[src/rtl/ddr3_line_port.sv]
// ddr3_line_port: turns one cache line request into DDR3 controller user-interface
// commands, write beats and read-return collection, then pulses completion.
module ddr3_line_port #(
   parameter int unsigned EXT_ADDR_W  = 26,
   parameter int unsigned LINES_W     = 128,
   parameter int unsigned APP_DATA_W  = 128,
   parameter int unsigned APP_ADDR_W  = 28,
   parameter int unsigned BURST_SHIFT = 3
) (
   input  logic                    clk,
   input  logic                    rst_n,
   input  logic                    init_calib_complete,
   input  logic                    ext_read_rq,
   input  logic                    ext_write_rq,
   input  logic [EXT_ADDR_W-1:0]   ext_address,
   input  logic [LINES_W-1:0]      ext_write_data,
   output logic [LINES_W-1:0]      ext_read_data,
   output logic                    ext_rq_finished,
   output logic                    busy,
   output logic [APP_ADDR_W-1:0]   app_addr,
   output logic [2:0]              app_cmd,
   output logic                    app_en,
   input  logic                    app_rdy,
   output logic [APP_DATA_W-1:0]   app_wdf_data,
   output logic                    app_wdf_wren,
   output logic                    app_wdf_end,
   output logic [APP_DATA_W/8-1:0] app_wdf_mask,
   input  logic                    app_wdf_rdy,
   input  logic [APP_DATA_W-1:0]   app_rd_data,
   input  logic                    app_rd_data_valid
);

   localparam int unsigned BEATS     = LINES_W / APP_DATA_W;
   localparam int unsigned BEAT_BITS = $clog2(BEATS);
   localparam int unsigned IDX_W     = (BEAT_BITS == 0) ? 1 : BEAT_BITS;
   localparam int unsigned CNT_W     = BEAT_BITS + 1;
   localparam int unsigned FULL_W    = EXT_ADDR_W + BEAT_BITS + BURST_SHIFT;
   localparam logic [CNT_W-1:0] LAST     = CNT_W'(BEATS);
   // Forces the beat index to zero when a line is a single beat
   localparam logic [IDX_W-1:0] IDX_MASK = IDX_W'(BEATS - 1);

   typedef enum logic [2:0] {StIdle, StRdCmd, StRdWait, StWr, StDone} state_e;

   state_e                  state_q, state_d;
   logic                    armed_q;
   logic [EXT_ADDR_W-1:0]   addr_q;
   logic [LINES_W-1:0]      wr_line_q;
   logic [LINES_W-1:0]      rd_line_q;
   logic [LINES_W-1:0]      rd_out_q;
   logic [LINES_W-1:0]      line_merge;
   logic [CNT_W-1:0]        cmd_cnt_q, cmd_cnt_d;
   logic [CNT_W-1:0]        rd_cnt_q, rd_cnt_d;
   logic [CNT_W-1:0]        wr_cnt_q, wr_cnt_d;
   logic [IDX_W-1:0]        cmd_idx, wr_idx, rd_idx;
   logic [FULL_W-1:0]       full_addr;
   logic                    accept, cmd_go, wd_go, rd_go;

   // armed_q keeps busy high for the first cycle out of reset
   assign accept = (state_q == StIdle) && init_calib_complete && armed_q;
   assign busy   = ~accept;
   assign cmd_go = app_en && app_rdy;
   assign wd_go  = app_wdf_wren && app_wdf_rdy;
   assign rd_go  = app_rd_data_valid && (rd_cnt_q != LAST) &&
                   ((state_q == StRdCmd) || (state_q == StRdWait));

   assign ext_read_data = rd_out_q;
   assign app_wdf_end   = app_wdf_wren;
   assign app_wdf_mask  = '0;

   // Beat counters: cleared in idle, advanced by their own handshakes
   always_comb begin
      cmd_cnt_d = cmd_cnt_q;
      rd_cnt_d  = rd_cnt_q;
      wr_cnt_d  = wr_cnt_q;
      if (state_q == StIdle) begin
         cmd_cnt_d = '0;
         rd_cnt_d  = '0;
         wr_cnt_d  = '0;
      end else begin
         if (cmd_go) cmd_cnt_d = cmd_cnt_q + CNT_W'(1);
         if (rd_go)  rd_cnt_d  = rd_cnt_q + CNT_W'(1);
         if (wd_go)  wr_cnt_d  = wr_cnt_q + CNT_W'(1);
      end
   end

   // Address, write slice and read merge for the current beats
   always_comb begin
      cmd_idx   = cmd_cnt_q[IDX_W-1:0] & IDX_MASK;
      wr_idx    = wr_cnt_q[IDX_W-1:0] & IDX_MASK;
      rd_idx    = rd_cnt_q[IDX_W-1:0] & IDX_MASK;
      full_addr = (FULL_W'(addr_q) << (BEAT_BITS + BURST_SHIFT)) |
                  (FULL_W'(cmd_idx) << BURST_SHIFT);
      app_addr  = app_en ? APP_ADDR_W'(full_addr) : '0;
      app_wdf_data = app_wdf_wren ? wr_line_q[wr_idx*APP_DATA_W +: APP_DATA_W] : '0;
      line_merge = rd_line_q;
      line_merge[rd_idx*APP_DATA_W +: APP_DATA_W] = app_rd_data;
   end

   // State register
   always_ff @(posedge clk or negedge rst_n) begin
      if (!rst_n) state_q <= StIdle;
      else        state_q <= state_d;
   end

   // Next-state logic; write wins when both requests are raised
   always_comb begin
      state_d = state_q;
      unique case (state_q)
         StIdle: begin
            if (accept && ext_write_rq)     state_d = StWr;
            else if (accept && ext_read_rq) state_d = StRdCmd;
         end
         StRdCmd: begin
            if (rd_cnt_d == LAST)       state_d = StDone;
            else if (cmd_cnt_d == LAST) state_d = StRdWait;
         end
         StRdWait: if (rd_cnt_d == LAST) state_d = StDone;
         StWr:     if ((cmd_cnt_d == LAST) && (wr_cnt_d == LAST)) state_d = StDone;
         StDone:   state_d = StIdle;
         default:  state_d = StIdle;
      endcase
   end

   // Output decode; strobes drop as soon as their counter reaches BEATS
   always_comb begin
      app_en          = 1'b0;
      app_cmd         = 3'b000;
      app_wdf_wren    = 1'b0;
      ext_rq_finished = 1'b0;
      unique case (state_q)
         StRdCmd: begin
            app_en  = (cmd_cnt_q != LAST);
            app_cmd = 3'b001;
         end
         StWr: begin
            app_en       = (cmd_cnt_q != LAST);
            app_wdf_wren = (wr_cnt_q != LAST);
         end
         StDone:  ext_rq_finished = 1'b1;
         default: ;
      endcase
   end

   // Datapath registers: request capture, counters and read-line assembly
   always_ff @(posedge clk or negedge rst_n) begin
      if (!rst_n) begin
         armed_q   <= 1'b0;
         addr_q    <= '0;
         wr_line_q <= '0;
         rd_line_q <= '0;
         rd_out_q  <= '0;
         cmd_cnt_q <= '0;
         rd_cnt_q  <= '0;
         wr_cnt_q  <= '0;
      end else begin
         armed_q   <= 1'b1;
         cmd_cnt_q <= cmd_cnt_d;
         rd_cnt_q  <= rd_cnt_d;
         wr_cnt_q  <= wr_cnt_d;
         if ((state_q == StIdle) && (state_d != StIdle)) begin
            addr_q    <= ext_address;
            wr_line_q <= ext_write_data;
         end
         if (rd_go) begin
            rd_line_q <= line_merge;
            // Output only changes once the whole line has arrived
            if (rd_cnt_d == LAST) rd_out_q <= line_merge;
         end
      end
   end

endmodule

[config.mk]
export PLATFORM = sky130hd
export DESIGN_NAME = ddr3_line_port
export DESIGN_NICKNAME = d
export VERILOG_FILES = /design/src/rtl/ddr3_line_port.sv
export SDC_FILE = /design/constraint.sdc
export NUM_CORES = 1
export LEC_CHECK = 0
export CORE_AREA = 3 3 230 232
export DETAILED_ROUTE_END_ITERATION = 7
export DIE_AREA = 0 0 233 235
export HOLD_SLACK_MARGIN = 0.03
export PLACE_DENSITY = 0.64
export SLEW_MARGIN = 10
export SYNTH_ARGS = -nofsm -noshare
export SYNTH_HDL_FRONTEND = slang
export SYNTH_SLANG_ARGS = --single-unit
[constraint.sdc]
create_clock -name clk -period 1.85 [get_ports clk]
set_input_delay 0.185 -clock clk [delete_from_list [all_inputs] [get_ports clk]]
set_output_delay 0.185 -clock clk [all_outputs]
set_load 0.01 [all_outputs]
# Yosys cells after proc, flatten, opt, wreduce, memory -nomap -nowiden

Cells that the tools add are included.

Register bits: 288
Input bits: 290
Output and inout bits: 308
Logic and storage cells: 53

Equal/unequal tests: 4
Multiplexer cells: 19
Reduce and logical (&&, ||, !) cells: 15
Add/subtract/negate cells: 3
Bitwise logic cells: 4

Operators with widths:

| kind                  | count |
|---|---|
| $mux W128             | 1 |
| $mux W28              | 1 |
| $mux W3               | 6 |
| $pmux W3 S4           | 1 |
| $logic_and A1 B1 Y1   | 10 |
| $mux W1               | 10 |
| $eq A3 B2 Y1 const B  | 2 |
| $not A1 Y1            | 4 |
| $add A1 B1 Y1 const B | 3 |
| $eq A3 B1 Y1 const B  | 1 |
| $eq A3 B3 Y1 const B  | 1 |
| $logic_not A3 Y1      | 1 |
| $reduce_bool A3 Y1    | 1 |
| $reduce_and A2 Y1     | 1 |
| $reduce_or A2 Y1      | 1 |
| $logic_or A1 B1 Y1    | 1 |

# Depth between registers and ports, before layout

Word-level depth: 11
Depth in mapped cells: 8

# Worst setup path before layout

No wires, ideal clock.

Kind: reg2reg
Start: register state_q[0]
End: register addr_q[0]
Cell stages (with the launch flop): 9
Period minus slack after synthesis: 1.806 ns
Required time: 1.725 ns
Data arrival time: 1.680 ns
Path slack: 0.044 ns
Path buffers: 4
Path through: dfrtp_1 buf_4 nor3_4 and3_4 o21a_4 buf_6 buf_12 buf_12 mux2_4

Longest elaborated chain between the ends: 11
Elaborated cells on any way between the ends: 31
Those cells by class: eq/ne: 3; mux: 15; reduce/logical: 13

RTL lines:

| element                                        | line         | source |
|---|---|---|
| start, declared                                | 44           | `state_e state_q, state_d;` |
| start signal, assigned                         | 101          | `if (!rst_n) state_q <= StIdle;` |
| start signal, assigned                         | 102          | `else state_q <= state_d;` |
| $eq A3 B1 Y1 or $eq A3 B2 Y1 (tied branches)   | 64, 108, 130 |  |
| $reduce_or A2 Y1 (no source line)              | -            |  |
| $mux W1                                        | -            |  |
| $logic_and A1 B1 Y1                            | 61           | `assign cmd_go = app_en && app_rdy;` |
| $mux W1                                        | 80           | `if (cmd_go) cmd_cnt_d = cmd_cnt_q + CNT_W'(1);` |
| $mux W1                                        | 75           | `if (state_q == StIdle) begin` |
| $mux W3 or $logic_and A1 B1 Y1 (tied branches) | 115, 118     |  |
| $mux W3 (on tied branches)                     | 114, 118     |  |
| $pmux W3 S4                                    | 108          | `unique case (state_q)` |
| $reduce_bool A3 Y1                             | 160          | `if ((state_q == StIdle) && (state_d != StIdle)) begin` |
| $logic_and A1 B1 Y1 (*)                        | 160          |  |
| end signal, assigned                           | 161          | `addr_q <= ext_address;` |
| end, declared                                  | 46           | `logic [EXT_ADDR_W-1:0] addr_q;` |

Every way passes the cells marked *; elsewhere a longest branch is shown, timed or not.
A chain may end at the register's enable or synchronous reset.

# Worst setup path in the final report

Start: register state_q[2]
End: output port app_wdf_data[26]

Longest elaborated chain between the ends: 3

RTL lines:

| element       | line | source |
|---|---|---|
| $eq A3 B2 Y1  | 130  | `unique case (state_q)` |
| $mux W1       | 130  |  |
| $mux W128     | 94   | `app_wdf_data = app_wdf_wren ? wr_line_q[wr_idx*APP_DATA_W +: APP_DATA_W] : '0;` |
| end, declared | 24   | `output logic [APP_DATA_W-1:0] app_wdf_data,` |

Every way passes these cells.

==> flow_metrics.tcl <==
set metrics [dict create \
    cts-root-buf "clkbuf_16" \
    cp_num_buf_inv 5 \
    skew_ns 0.0149 \
    reg2reg_from "state_q[0]" \
    critical_path.startpoint_type "flop" \
    post_drt_wl_per_cell_um 21.0 \
    fmax_ghz 0.433 \
    rsz0062_at_grt "yes" \
    avgSynthCellArea_um2 14.9 \
    core-area_mm2 0.0512 \
    ys.flop_type "dfrtp_1" \
    reg2reg_depth 10 \
    tritoncts "built" \
    gp_congestion 0.818 \
    track_usage 0.150 \
    portBuffers 575 \
    status "complete, but fails checks" \
    post-route-cell-area_mm2 0.0229 \
    grt_pass1_vias 9811 \
    clkLatencyLatePin_ns 0.51 \
    holdCritPathClass "in2async" \
    cpMaxStageDelayCell "dfrtp_1" \
    mappedNetlistArea_mm2 0.0124 \
    drive_above_1_share 0.505 \
    totalNegativeSetupSlack_ns -126.06 \
    synth_top_area_cell "dfrtp_1" \
    worst-path-stages 8 \
    hold_viol_final 0 \
    cts_sinks 288 \
    max-vdd-ir-drop_v 0.000821 \
    grt_pass1_wl_um 62600 \
    worstSetupEndpointType "output pin" \
    rows 83 \
    drcViolationCount 0 \
    post_dp_cell_area_mm2 0.0191 \
    synth.most_common_cell "dfrtp_1" \
    place_hpwl_um 29400 \
    grt_max_degree 53 \
    ios 598 \
    wl_um 47300 \
    crit_type "reg2out" \
    drv_cap 0 \
    final_antenna_net_count 0 \
    p_per_area_mw_per_mm2 1480 \
    synth_common_cells "dfrtp_1, mux2_2, and2_1, mux2_4, buf_4" \
    synth_edf_count 0 \
    drt_first_pass_iters 4 \
    finalNetCount 1842 \
    cts-buffers-inserted 35 \
    cp_common_cell "buf_12" \
    antenna_found_initial 0 \
    slowest_delay_ns 0.38 \
    die-area_mm2 0.0548 \
    ctsLongestPathBuffers 3 \
    synth_top_area_share 0.580 \
    drt_iter0_drc 346 \
    r2r_end "wr_line_q[10]" \
    fin_crit_ns 2.31 \
    async_flop_share 1.00 \
    die-width_um 233 \
    power.leakage_uw 0.0100 \
    setup_ws_ns -0.460 \
    post-place-ws_ns -0.291 \
    placed_cells 2087 \
    setup_violations 433 \
    synth_area_leaders "dfrtp_1, mux2_2, mux2_4" \
    post-route-period-util 1.25 \
    violations "setup timing" \
    diodes 0 \
    synth_cell_types 34 \
    rrSetupSlack_ns -0.41 \
    ys_ff_latch 288 \
    cpLargestDelayFamily "buffers and inverters" \
    critPathArrivalTime_ns 2.12 \
    die_height_um 235 \
    syn_inst 835 \
    num_vias 9424 \
    crit_start "state_q[2]" \
    initial_utilization 0.243 \
    path_clk_slew_ns 0.05 \
    vias_per_cell 4.18 \
    instances_no_fill 2252 \
    area_delta_synth_final_pct 84.1 \
    yosys_warnings 0 \
    htree_levels 2 \
    required_ns 1.66 \
    drv_slew 0 \
    path_cells "nand2b_4 > nor3b_4 > buf_12 > buf_12 > buf_12 > clkbuf_16 > and2_4 > buf_6" \
    worstPathMaxFanout 5 \
    overflow 0 \
    ys_seq_area_frac 0.580 \
]
[what timing repair did]
item | 4_1_cts | 5_1_grt
setup buffers | 42 | 39
pin swaps | 14 | 94
endpoints found under the setup margin | 314 | 442
gates resized for setup | 628 | 495
hold buffers | 1 | 0
cloned | 15 | 36
endpoints found under the hold margin | 215 | 0
[how the worst max path moves through the flow]
stage                        endpoint  slack [ns]
finish               app_wdf_data[26]       -0.46
global placement     app_wdf_data[26]       -0.25
CTS                      app_addr[25]       -0.72
floorplan                   addr_q[0]        0.04
detailed placement   app_wdf_data[26]       -0.29
global route        app_wdf_data[103]       -0.56
[cells by family (layout without fill, tap and decap cells)]
group                  count (synthesis)  after routing  share of synthesized area
DFF                                  288            288                      0.580
muxes                                281            281                      0.276
and+or+nand+nor                      172            172                     0.0868
buffers and inverters                 77            794                     0.0483
AOI/OAI and AO/OA                     15             15                    0.00896
other                                  2             22                   0.000604
[layout make-up]
cell class                 count  area, µm²
multi-input combinational    490       5260
clock buffer                  48        975
clock inverter                 9        128
tap                          680        851
fill                        4557      28300
timing repair buffer         732       8450
sequential                   288       7210
inverter                       5       21.3
[through the flow]
| stage | hold slack [ns] | util | total power, µW |
|---|---|---|---|
| floorplan | -0.111 | - | 17400 |
| global placement | 0.151 | 0.373 | 23300 |
| detailed placement | 0.157 | 0.373 | 23500 |
| CTS | 0.174 | 0.414 | 32000 |
| global route | 0.205 | 0.447 | 35500 |
| finish | 0.206 | 0.447 | 33800 |
[worst register-to-register path, cell delays in order (launching register included)]
cell	delay, ns
dfrtp_1	0.41
buf_4	0.15
buf_6	0.12
nor3_4	0.18
and3_4	0.24
o21a_4	0.19
buf_12	0.18
buf_12	0.14
buf_6	0.09
clkbuf_16	0.13
mux2_2	0.33
[sequential cells by signal (all words and copies together) (netlist names)]
name and cells:
addr_q 25, armed_q 1, cmd_cnt_q 1, ext_read_data 128, rd_cnt_q 1, state_q 3
wr_cnt_q 1, wr_line_q 128
[cells in the final DEF (no fill, tap or decap), types with 3 or more instances in the layout]
| cell type | synthesis | final |
|---|---|---|
| o21ai_0 | 3 | 3 |
| buf_4 | 43 | 34 |
| dfrtp_1 | 288 | 288 |
| buf_12 | 8 | 40 |
| conb_1 | 2 | 22 |
| and2_1 | 153 | 18 |
| clkbuf_8 | 0 | 5 |
| inv_1 | 5 | 4 |
| clkdlybuf4s50_1 | 0 | 415 |
| buf_16 | 0 | 13 |
| clkinv_2 | 0 | 4 |
| buf_6 | 2 | 170 |
| and2_4 | 0 | 135 |
| clkbuf_1 | 15 | 8 |
| bufinv_16 | 0 | 3 |
| buf_8 | 0 | 14 |
| buf_2 | 4 | 18 |
| clkbuf_16 | 0 | 61 |
| mux2_4 | 70 | 113 |
| nor2_1 | 6 | 4 |
| mux2_2 | 211 | 168 |
[metal layers]
layer | vias up | GRT usage | share of wire
met3 | 76 | 0.0321 | 0.057
met5 | - | 0 | 0
met1 | 4757 | 0.183 | 0.41
li1 | 4239 | - | -
met4 | 0 | 0.0465 | 0.029
met2 | 352 | 0.262 | 0.50
[where the power goes]
part	internal [µW]	switching, µW	total, µW
logic	10200	5320	15500
registers	9550	2040	11600
clock network	4080	2660	6750
No activity file was read; power rests on OpenSTA's default activity.
